File: src/rtl/vlane_wb_align_if.sv
// ---------------------------------------------------------------------------
// vlane_wb_align_if
//
// Bundles the issue side and the register-file write side of the lane
// writeback aligner.
//
//   issue_valid_i    upstream -> aligner  operation issued this cycle
//   issue_ready_o    aligner  -> upstream aligner can accept an issue
//   issue_is_mul_i   upstream -> aligner  operation is a multiply / MAC
//   issue_mask_en_i  upstream -> aligner  element active (0 = no writeback)
//   issue_addr_i     upstream -> aligner  destination element address
//   alu_res_i        upstream -> aligner  ALU result, valid in the issue cycle
//   mul_res_i        upstream -> aligner  multiplier result, PIPE_ST-1 later
//   wb_valid_o       aligner  -> regfile  write request
//   wb_ready_i       regfile  -> aligner  write accepted
//   wb_addr_o        aligner  -> regfile  write address
//   wb_data_o        aligner  -> regfile  write data
//
// slave  : seen from the aligner
// master : seen from the environment driving the aligner
// ---------------------------------------------------------------------------
interface vlane_wb_align_if #(
  parameter int DATA_WIDTH = 32,
  parameter int ADDR_W     = 5
);
  logic                  issue_valid_i;
  logic                  issue_ready_o;
  logic                  issue_is_mul_i;
  logic                  issue_mask_en_i;
  logic [ADDR_W-1:0]     issue_addr_i;
  logic [DATA_WIDTH-1:0] alu_res_i;
  logic [DATA_WIDTH-1:0] mul_res_i;
  logic                  wb_valid_o;
  logic                  wb_ready_i;
  logic [ADDR_W-1:0]     wb_addr_o;
  logic [DATA_WIDTH-1:0] wb_data_o;

  modport slave (
    input  issue_valid_i, issue_is_mul_i, issue_mask_en_i, issue_addr_i,
    input  alu_res_i, mul_res_i, wb_ready_i,
    output issue_ready_o, wb_valid_o, wb_addr_o, wb_data_o
  );

  modport master (
    output issue_valid_i, issue_is_mul_i, issue_mask_en_i, issue_addr_i,
    output alu_res_i, mul_res_i, wb_ready_i,
    input  issue_ready_o, wb_valid_o, wb_addr_o, wb_data_o
  );
endinterface

File: src/rtl/vlane_wb_align.sv
// ---------------------------------------------------------------------------
// vlane_wb_align
//
// Per-lane writeback aligner. Single-cycle ALU results and fixed-latency
// multiplier results are merged into a small result FIFO whose head drives
// the register-file write port. A credit check on issue guarantees that every
// multiplier result already in flight owns a FIFO slot, so the FIFO can never
// overflow and the tag pipe never stalls.
//
// Ports:
//   clk_i     clock
//   resetn_i  asynchronous active-low reset
//   flush_i   synchronous clear of the FIFO and the tag pipe
//   bus       vlane_wb_align_if.slave (issue side + write side)
//
// Optional build macro:
//   ALU_BYPASS_EN  an active ALU result skips the FIFO and appears on the
//                  write port in its issue cycle when the FIFO is empty, no
//                  multiplier result completes and wb_ready_i is high.
// ---------------------------------------------------------------------------
module vlane_wb_align #(
  parameter int DATA_WIDTH = 32,
  parameter int PIPE_ST    = 5,
  parameter int ADDR_W     = 5,
  parameter int FIFO_DEPTH = 8
) (
  input  logic                 clk_i,
  input  logic                 resetn_i,
  input  logic                 flush_i,
  vlane_wb_align_if.slave      bus
);

  localparam int TAG_ST = PIPE_ST - 1;          // tag pipe depth
  localparam int PTR_W  = $clog2(FIFO_DEPTH);
  localparam int CNT_W  = PTR_W + 1;
  localparam int SUM_W  = CNT_W + $clog2(PIPE_ST) + 1;

  typedef struct packed {
    logic [ADDR_W-1:0]     addr;
    logic [DATA_WIDTH-1:0] data;
  } entry_t;

  typedef struct packed {
    logic              valid;
    logic [ADDR_W-1:0] addr;
  } tag_t;

  // -------------------------------------------------------------------------
  // State
  // -------------------------------------------------------------------------
  tag_t [TAG_ST-1:0] tag_q, tag_d;
  logic [PTR_W-1:0]  wr_ptr_q, wr_ptr_d;
  logic [PTR_W-1:0]  rd_ptr_q, rd_ptr_d;
  logic [CNT_W-1:0]  count_q, count_d;
  entry_t            mem_q [FIFO_DEPTH];

  // -------------------------------------------------------------------------
  // Combinational control
  // -------------------------------------------------------------------------
  logic [SUM_W-1:0] inflight;
  logic [SUM_W-1:0] credit_need;
  logic             issue_ready;
  logic             accept;
  logic             alu_req;
  logic             mul_issue;
  logic             mul_done;
  logic             fifo_empty;
  logic             bypass;
  logic             mul_push;
  logic             alu_push;
  logic             pop;
  logic [PTR_W-1:0] alu_idx;

  // NOTE: every signal written in always_comb gets a default first, so no
  // path through the block can leave it unassigned and infer a latch.
  always_comb begin
    inflight = '0;
    for (int i = 0; i < TAG_ST; i++) begin
      inflight = inflight + SUM_W'(tag_q[i].valid);
    end
  end

  // Credit: reserve one slot for this issue plus one per result in flight.
  // Depends on registered state only, never on issue_valid_i.
  assign credit_need = SUM_W'(count_q) + inflight + SUM_W'(1);
  assign issue_ready = (credit_need <= SUM_W'(FIFO_DEPTH));

  assign accept     = bus.issue_valid_i && issue_ready && !flush_i;
  assign alu_req    = accept && bus.issue_mask_en_i && !bus.issue_is_mul_i;
  assign mul_issue  = accept && bus.issue_mask_en_i &&  bus.issue_is_mul_i;
  assign mul_done   = tag_q[TAG_ST-1].valid;
  assign fifo_empty = (count_q == '0);

`ifdef ALU_BYPASS_EN
  assign bypass = alu_req && fifo_empty && !mul_done && bus.wb_ready_i;
`else
  assign bypass = 1'b0;
`endif

  assign mul_push = mul_done && !flush_i;
  assign alu_push = alu_req && !bypass;   // alu_req already excludes flush
  assign pop      = !fifo_empty && bus.wb_ready_i;

  // On a collision the multiplier entry takes the lower slot and pops first.
  assign alu_idx  = wr_ptr_q + PTR_W'(mul_push);

  always_comb begin
    tag_d    = tag_q;
    wr_ptr_d = wr_ptr_q;
    rd_ptr_d = rd_ptr_q;
    count_d  = count_q;
    if (flush_i) begin
      tag_d    = '0;
      wr_ptr_d = '0;
      rd_ptr_d = '0;
      count_d  = '0;
    end else begin
      tag_d[0].valid = mul_issue;
      tag_d[0].addr  = bus.issue_addr_i;
      for (int i = 1; i < TAG_ST; i++) begin
        tag_d[i] = tag_q[i-1];
      end
      // Pointers wrap naturally: FIFO_DEPTH is a power of two.
      wr_ptr_d = wr_ptr_q + PTR_W'(mul_push) + PTR_W'(alu_push);
      rd_ptr_d = rd_ptr_q + PTR_W'(pop);
      count_d  = count_q + CNT_W'(mul_push) + CNT_W'(alu_push) - CNT_W'(pop);
    end
  end

  // -------------------------------------------------------------------------
  // Sequential state
  // -------------------------------------------------------------------------
  // NOTE: sequential state uses non-blocking assignments only, so every flop
  // samples its pre-edge inputs regardless of block evaluation order.
  always_ff @(posedge clk_i or negedge resetn_i) begin
    if (!resetn_i) begin
      tag_q    <= '0;
      wr_ptr_q <= '0;
      rd_ptr_q <= '0;
      count_q  <= '0;
    end else begin
      tag_q    <= tag_d;
      wr_ptr_q <= wr_ptr_d;
      rd_ptr_q <= rd_ptr_d;
      count_q  <= count_d;
    end
  end

  // NOTE: the storage array is deliberately not reset; an entry is only read
  // once count_q says it was written, and the outputs are zeroed while empty.
  always_ff @(posedge clk_i) begin
    if (mul_push) begin
      mem_q[wr_ptr_q] <= '{addr: tag_q[TAG_ST-1].addr, data: bus.mul_res_i};
    end
    if (alu_push) begin
      mem_q[alu_idx] <= '{addr: bus.issue_addr_i, data: bus.alu_res_i};
    end
  end

  // -------------------------------------------------------------------------
  // Outputs
  // -------------------------------------------------------------------------
  // The head entry is held until popped, so address and data stay stable
  // under backpressure. While empty the port reads zero.
  always_comb begin
    bus.wb_addr_o = '0;
    bus.wb_data_o = '0;
    if (!fifo_empty) begin
      bus.wb_addr_o = mem_q[rd_ptr_q].addr;
      bus.wb_data_o = mem_q[rd_ptr_q].data;
    end else if (bypass) begin
      bus.wb_addr_o = bus.issue_addr_i;
      bus.wb_data_o = bus.alu_res_i;
    end
  end

  assign bus.wb_valid_o    = !fifo_empty || bypass;
  assign bus.issue_ready_o = issue_ready;

endmodule

File: src/flat_wrapper.sv
// flat-port wrapper written by rule: the top's interface ports become plain ports
module vlane_wb_align_flat 
#(
  parameter int DATA_WIDTH = 32,
  parameter int PIPE_ST    = 5,
  parameter int ADDR_W     = 5,
  parameter int FIFO_DEPTH = 8
)
  (clk_i, resetn_i, flush_i, bus_issue_valid_i, bus_issue_is_mul_i, bus_issue_mask_en_i, bus_issue_addr_i, bus_alu_res_i, bus_mul_res_i, bus_wb_ready_i, bus_issue_ready_o, bus_wb_valid_o, bus_wb_addr_o, bus_wb_data_o);
  vlane_wb_align_if #(.DATA_WIDTH(DATA_WIDTH), .ADDR_W(ADDR_W)) bus_i ();
  input  logic clk_i;
  input  logic resetn_i;
  input  logic flush_i;
  input wire logic [$bits(bus_i.issue_valid_i)-1:0] bus_issue_valid_i;
  input wire logic [$bits(bus_i.issue_is_mul_i)-1:0] bus_issue_is_mul_i;
  input wire logic [$bits(bus_i.issue_mask_en_i)-1:0] bus_issue_mask_en_i;
  input wire logic [$bits(bus_i.issue_addr_i)-1:0] bus_issue_addr_i;
  input wire logic [$bits(bus_i.alu_res_i)-1:0] bus_alu_res_i;
  input wire logic [$bits(bus_i.mul_res_i)-1:0] bus_mul_res_i;
  input wire logic [$bits(bus_i.wb_ready_i)-1:0] bus_wb_ready_i;
  output wire logic [$bits(bus_i.issue_ready_o)-1:0] bus_issue_ready_o;
  output wire logic [$bits(bus_i.wb_valid_o)-1:0] bus_wb_valid_o;
  output wire logic [$bits(bus_i.wb_addr_o)-1:0] bus_wb_addr_o;
  output wire logic [$bits(bus_i.wb_data_o)-1:0] bus_wb_data_o;
  assign bus_i.issue_valid_i = bus_issue_valid_i;
  assign bus_i.issue_is_mul_i = bus_issue_is_mul_i;
  assign bus_i.issue_mask_en_i = bus_issue_mask_en_i;
  assign bus_i.issue_addr_i = bus_issue_addr_i;
  assign bus_i.alu_res_i = bus_alu_res_i;
  assign bus_i.mul_res_i = bus_mul_res_i;
  assign bus_i.wb_ready_i = bus_wb_ready_i;
  assign bus_issue_ready_o = bus_i.issue_ready_o;
  assign bus_wb_valid_o = bus_i.wb_valid_o;
  assign bus_wb_addr_o = bus_i.wb_addr_o;
  assign bus_wb_data_o = bus_i.wb_data_o;
  vlane_wb_align #(.DATA_WIDTH(DATA_WIDTH), .PIPE_ST(PIPE_ST), .ADDR_W(ADDR_W), .FIFO_DEPTH(FIFO_DEPTH)) u_core (.clk_i(clk_i), .resetn_i(resetn_i), .flush_i(flush_i), .bus(bus_i));
endmodule
File: config.mk
export PLATFORM = sky130hd
export DESIGN_NAME = vlane_wb_align_flat
export DESIGN_NICKNAME = d
export VERILOG_FILES = /design/src/rtl/vlane_wb_align_if.sv /design/src/rtl/vlane_wb_align.sv /design/src/flat_wrapper.sv
export SDC_FILE = /design/constraint.sdc
export NUM_CORES = 1
export LEC_CHECK = 0
export BUFFER_PORTS_ARGS = -buffer_cell sky130_fd_sc_hd__buf_2
export CAP_MARGIN = 5
export CORE_MARGIN = 4
export CORE_UTILIZATION = 29
export DETAILED_ROUTE_END_ITERATION = 10
export SLEW_MARGIN = 25
export SYNTH_ARGS = -nofsm -noshare
export SYNTH_HDL_FRONTEND = slang
export SYNTH_SLANG_ARGS = --single-unit
export TNS_END_PERCENT = 30
File: constraint.sdc
create_clock -name clk_i -period 5.2 [get_ports clk_i]
set_input_delay 0.26 -clock clk_i [delete_from_list [all_inputs] [get_ports clk_i]]
set_output_delay 0.26 -clock clk_i [all_outputs]
set_load 0.02 [all_outputs]
Word level (Yosys, flattened, before mapping)
Memory sizes are Yosys's and may differ from the RTL's. Cells that the tools add are included.

Bits in writable memories: 296. Logic and storage cells: 45. Register bits after elaboration: 34. Memories kept: 1.

Reduce and logical (&&, ||, !) cells: 11. Add/sub/neg operators: 11. Order comparisons: 1. Muxes and demuxes: 10.

Memory list: u_core.mem_q (depth 8, width 37, rd ports 1, clocked after Yosys merged registers in 0, wr ports 2, RTL line vlane_wb_align.sv:55) `entry_t mem_q [FIFO_DEPTH];`.

Operators by type and width (number): 32-bit 2-to-1 mux (1); 24-bit 2-to-1 mux (1); 8-bit by 1-bit adder with 8-bit output (2); 3-bit by 1-bit adder with 3-bit output (3); 4-bit by 1-bit adder with 4-bit output (2); 4-bit by 8-bit adder with 8-bit output (1); 8-bit by 1-bit adder with 8-bit output, second input constant (1); 8-bit by 4-bit less-or-equal comparator with 1-bit output, second input constant (1); 1-bit logical AND (7); 3-bit 2-to-1 mux (2); 5-bit 2-to-1 mux (1); 4-bit zero test (1); 1-bit 2-to-1 mux (4); 4-bit 2-to-1 mux (1); 4-bit by 1-bit subtractor with 4-bit output (1); 1-bit zero test (3); 1-bit by 1-bit adder with 2-bit output (1).

Logic depth before layout (Yosys ltp)
Depth in word-level cells: 13. Mapped depth: 17. Depth with buffers taken out: 17.

Worst setup path before layout
No wires, ideal clock.

Path kind: reg-to-reg. Start: register u_core.tag_q[5] (netlist bit). End: memory u_core.mem_q[7][0] (netlist bit) (enable). Cell stages (with the launch flop): 14. Setup slack: 0.634 ns. Period minus slack after synthesis: 4.566 ns. Library setup time: 0.718 ns. Buffers on the path: 2. Data arrival time: 3.848 ns. Path through: dfrtp_1 > ha_1 > inv_1 > ha_1 > fa_1 > inv_1 > fa_1 > xor2_1 > nor3b_4 > a211o_1 > nand3_1 > buf_2 > buf_2 > o21ai_0.

RTL lines: from (decl) (RTL line vlane_wb_align.sv:51) `tag_t [TAG_ST-1:0] tag_q, tag_d;`; from (signal assigned) (RTL line vlane_wb_align.sv:142) `tag_q <= tag_d;`; to (decl) (RTL line vlane_wb_align.sv:55).

Worst setup path after layout
Start: register u_core.tag_q[5] (netlist bit). End: register u_core.count_q[2].

Word-level cells in the longest chain between the ends: 13.

RTL lines: 1-bit by 1-bit adder with 2-bit output (RTL line vlane_wb_align.sv:79) `inflight = inflight + SUM_W'(tag_q[i].valid);`; 8-bit by 1-bit adder with 8-bit output (2 in a row) (RTL line vlane_wb_align.sv:79); 4-bit by 8-bit adder with 8-bit output (RTL line vlane_wb_align.sv:85) `assign credit_need = SUM_W'(count_q) + inflight + SUM_W'(1);`; 8-bit by 1-bit adder with 8-bit output (RTL line vlane_wb_align.sv:85); 8-bit by 4-bit less-or-equal comparator with 1-bit output (RTL line vlane_wb_align.sv:86) `assign issue_ready = (credit_need <= SUM_W'(FIFO_DEPTH));`; 1-bit logical AND (2 in a row) (RTL line vlane_wb_align.sv:88) `assign accept = bus.issue_valid_i && issue_ready && !flush_i;`; 1-bit logical AND (2 in a row) (RTL line vlane_wb_align.sv:89) `assign alu_req = accept && bus.issue_mask_en_i && !bus.issue_is_mul_i;`; 4-bit by 1-bit adder with 4-bit output (RTL line vlane_wb_align.sv:126) `count_d = count_q + CNT_W'(mul_push) + CNT_W'(alu_push) - CNT_W'(pop);`; 4-bit by 1-bit subtractor with 4-bit output (RTL line vlane_wb_align.sv:126); 4-bit 2-to-1 mux (RTL line vlane_wb_align.sv:112) `if (flush_i) begin`; net u_core.count_d[2] (RTL line vlane_wb_align.sv:54) `logic [CNT_W-1:0] count_q, count_d;`; to (signal assigned) (RTL line vlane_wb_align.sv:145) `count_q <= count_d;`; to (decl) (RTL line vlane_wb_align.sv:54).

The timed path passes the listed nets, and every way through them passes these cells.

==> metrics.md <==
| Metric | Value |
|---|---|
| Worst Setup End Kind | flip-flop |
| CP Launch Point | u_core.tag_q[5] |
| Ports | 115 |
| Worst R2R Setup Slack | about 0.91 ns |
| Initial antenna violation count | 5 |
| CTS Sinks | 330 |
| FF-to-FF Start | u_core.tag_q[5] |
| Top cell type's share of synthesized area | a little over half |
| Minimum clock period after layout | ~4.3 ns |
| Num CTS Buffers | 36 |
| Cell depth of the worst hold path | 2 |
| Placed cell area | around 18000 sq um |
| Synth Area in XOR/XNOR | less than 1% |
| DR vias | 8993 |
| Setup Fix Bufs, Post-CTS | 0 |
| Crit start category | flip-flop |
| Antenna Violating Nets Remaining | 0 |
| Synth Net Count | 1057 |
| Layout cells sized above 1 | between 50% and 60% |
| Final Slew Violations | 0 |
| Detailed-placement wirelength estimate | 25100 um |
| Final hold violations | 0 |
| Min-Delay Startpoint | bus_issue_addr_i[0] |
| Complex-gate fraction of the synthesized area | less than 1% |
| Synth Warn # | 0 |
| CTS tree | yes |
| Die ar. | ~61000 sq um |
| Synth area leaders | edfxtp_1 54%, mux2_2 19%, mux4_2 10% |
| Crit Path Max Fanout | 5 |
| Core ar. | about 56000 sq um |
| Max_slew headroom | between 30% and 40% |
| Routability cong. | about 0.73 |
| Worst Hold Class | input pin to flip-flop |
| Skew final | 0.0128 ns |
| Wire length of the first global-routing pass | between 60000 and 70000 um |
| Pre-antenna DRT Iters | 4 |
| Max-cap violation count | 0 |
| Reg clk slew, reported paths | around 0.060 ns |
| Die Y | 247 um |
| Port bufs | between 100 and 150 |
| Yosys top cell by area | edfxtp_1 |
| PD cells | ~370 nW/um^2 |
| Reg2Reg Depth | 14 |
| Worst Hold Slack | 0.0695 ns |
| Pre-CTS WS | around 0.96 ns |
| Seq/Total Area, Yosys | around 60% |
| Post-synthesis simple-gate area fraction | under 10% |
| Syn Inst Count | 962 |
| CTS Root Cell | clkbuf_16 |
| Post-route insts no fill | between 1500 and 2000 |
| End of the worst hold path | u_core.tag_q[0] |
| RSZ-0062 raised after global routing | false |
| VDD IR-drop max | roughly 220 uV |
| Arrival time at the worst endpoint | roughly 4.7 ns |
| Filler cells | approximately 5400 |
| Finished Cell Area | roughly 19000 sq um |
| DR iter-0 viols | between 400 and 500 |
| H-Tree Level Count | 2 |
| Core Util, Final | between 30% and 40% |
| Largest family of logic cells by synthesized area | multiplexers |
| Row Count | 87 |
| Post-synthesis mux area share | 32.8% |
| Slew @ Worst Pin | ~0.94 ns |
| Final #Nets | approximately 1200 |
| Final WS setup | between 0.9 and 1 ns |
| Critical path required time | 5.57 ns |
| Cells after DPL | 1797 |
| Adder-cell share of the synthesized area | around 1.6% |
| Worst r2r dst | u_core.count_q[2] |
| Flop and latch count out of synthesis | 330 |
| Status | completed |
| Largest net degree at the start of global routing | 49 |
| Final Total Pwr | roughly 7.2 mW |
| Vias in the first global route | roughly 9600 |
| Tot GR Track Use | ~14% |
| GRT Residual Overflow | 0 |
| Vias per cell | between 4 and 5 |
| Leakage | roughly 6.6 nW |
| Die W | ~250 um |
| CTS Buffer Depth | 3 |
| Final setup viols | 0 |
| Setup_tns | 0 ns |
| Synth unique cells | 42 |
| Fmax | approximately 230 MHz |
| Wirelength, routed | roughly 43000 um |
| Post_cts resized | 0 |
| Crit Path Class | flip-flop to flip-flop |
| Synth-to-layout area growth | 16.3% |
| Post-Syn Area | roughly 17000 sq um |
| Clk Latency, worst-skew pair | approximately 0.52 ns |
| Final period util | between 80% and 90% |
| WL/cell | around 23 um |
| DRC | 0 |
| Syn avg cell area | approximately 17 sq um |
| Starting Density | between 20% and 30% |
-- flip-flops by register name (all words and copies together), names as in the netlist --
signal	cells
u_core.wr_ptr_q	3
u_core.mul_done	1
u_core.tag_q	23
u_core.rd_ptr_q	3
u_core.mem_q	296
u_core.count_q	4
-- power breakdown --
group          internal (mW)  switching (mW)
Sequential              2.93           0.120
Combinational          0.770           0.948
Clock                   1.38            1.04
Total                   5.08            2.10
-- metal layers --
| metal | GRT usage [%] | wire length (um) |
|---|---|---|
| met4 | 2.69 | 517 |
| met3 | 2.62 | 1890 |
| met2 | 23.1 | 20800 |
| met1 | 19.1 | 19600 |
| met5 | 0 | 28 |
-- worst max path at each step --
stage / to / slack [ns]
floorplan: u_core.mem_q[7][0] / 0.63
global placement: u_core.count_q[2] / 1.08
detailed placement: u_core.count_q[2] / 0.96
CTS: u_core.count_q[2] / 0.93
global route: u_core.count_q[2] / 0.66
finish: u_core.count_q[2] / 0.91
-- Yosys cell counts --
cell type / n
edfxtp_1: 296
mux2_2: 277
mux4_2: 74
nor2_1: 49
mux2i_1: 37
dfrtp_1: 34
nor2b_1: 29
buf_2: 27
mux2_4: 19
clkbuf_1: 17
ha_1: 15
inv_1: 13
buf_4: 10
nand2_1: 7
nor3_1: 6
a21o_1: 4
buf_1: 4
fa_1: 4
o21ai_0: 4
xnor2_1: 4
buf_6: 3
nand3_1: 3
xor2_1: 3
a31o_2: 2
and3_1: 2
nand2b_1: 2
nand4b_1: 2
a211o_1: 1
a211oi_4: 1
a21oi_1: 1
a221oi_1: 1
and2_1: 1
and4_1: 1
nor3_2: 1
nor3b_1: 1
nor3b_4: 1
o21a_1: 1
o21ai_1: 1
o31a_1: 1
o31ai_1: 1
or2_2: 1
or3_4: 1
-- what timing repair did --
action	CTS	global route
hold buffers	2	0
endpoints found under the setup margin	0	0
endpoints found under the hold margin	35	0
-- layout by cell type, fill, tap and decap left out, drive strengths merged, types with 15 or more instances in the layout --
master  synthesis  final
buf            44    140
clkbuf         17     47
dfrtp          34     34
edfxtp        296    296
ha             15     15
mux2          296    296
mux2i          37     37
mux4           74     74
nor2           49     49
nor2b          29     29
-- worst max-delay path: stages (launching register included) --
cell and delay (ns):
dfrtp_1 0.38, ha_1 0.29, inv_1 0.04, ha_1 0.28
fa_1 0.38, inv_1 0.09, fa_1 0.43, nor3b_4 0.34
o21ai_0 0.17, a221oi_1 0.54, nand2_1 0.13, fa_1 0.43
fa_1 0.42, xor2_1 0.17, nor2_1 0.06
-- logic make-up (layout without fill, tap and decap cells) --
family	after synthesis	count (layout)
other	0	2
adder cells (fa/ha/maj)	19	19
multiplexers	407	407
AND/OR/NAND/NOR	107	107
buffers and inverters	74	217
flip-flops	330	330
AO/OA/AOI/OAI	18	18
XOR/XNOR	7	7
-- cell type report --
class / instances / area [sq um] / area share [%]
Antenna cell: 2 / 5.00 / 0.0260
Clock buffer: 47 / 985 / 5.11
Clock inverter: 15 / 109 / 0.565
Inverter: 13 / 48.8 / 0.253
Multi-Input combinational cell: 558 / 6550 / 34.0
Sequential cell: 330 / 9750 / 50.6
Tap cell: 756 / 946 / 4.91
Timing Repair Buffer: 142 / 881 / 4.57
Power figures use the tool's default switching activity.
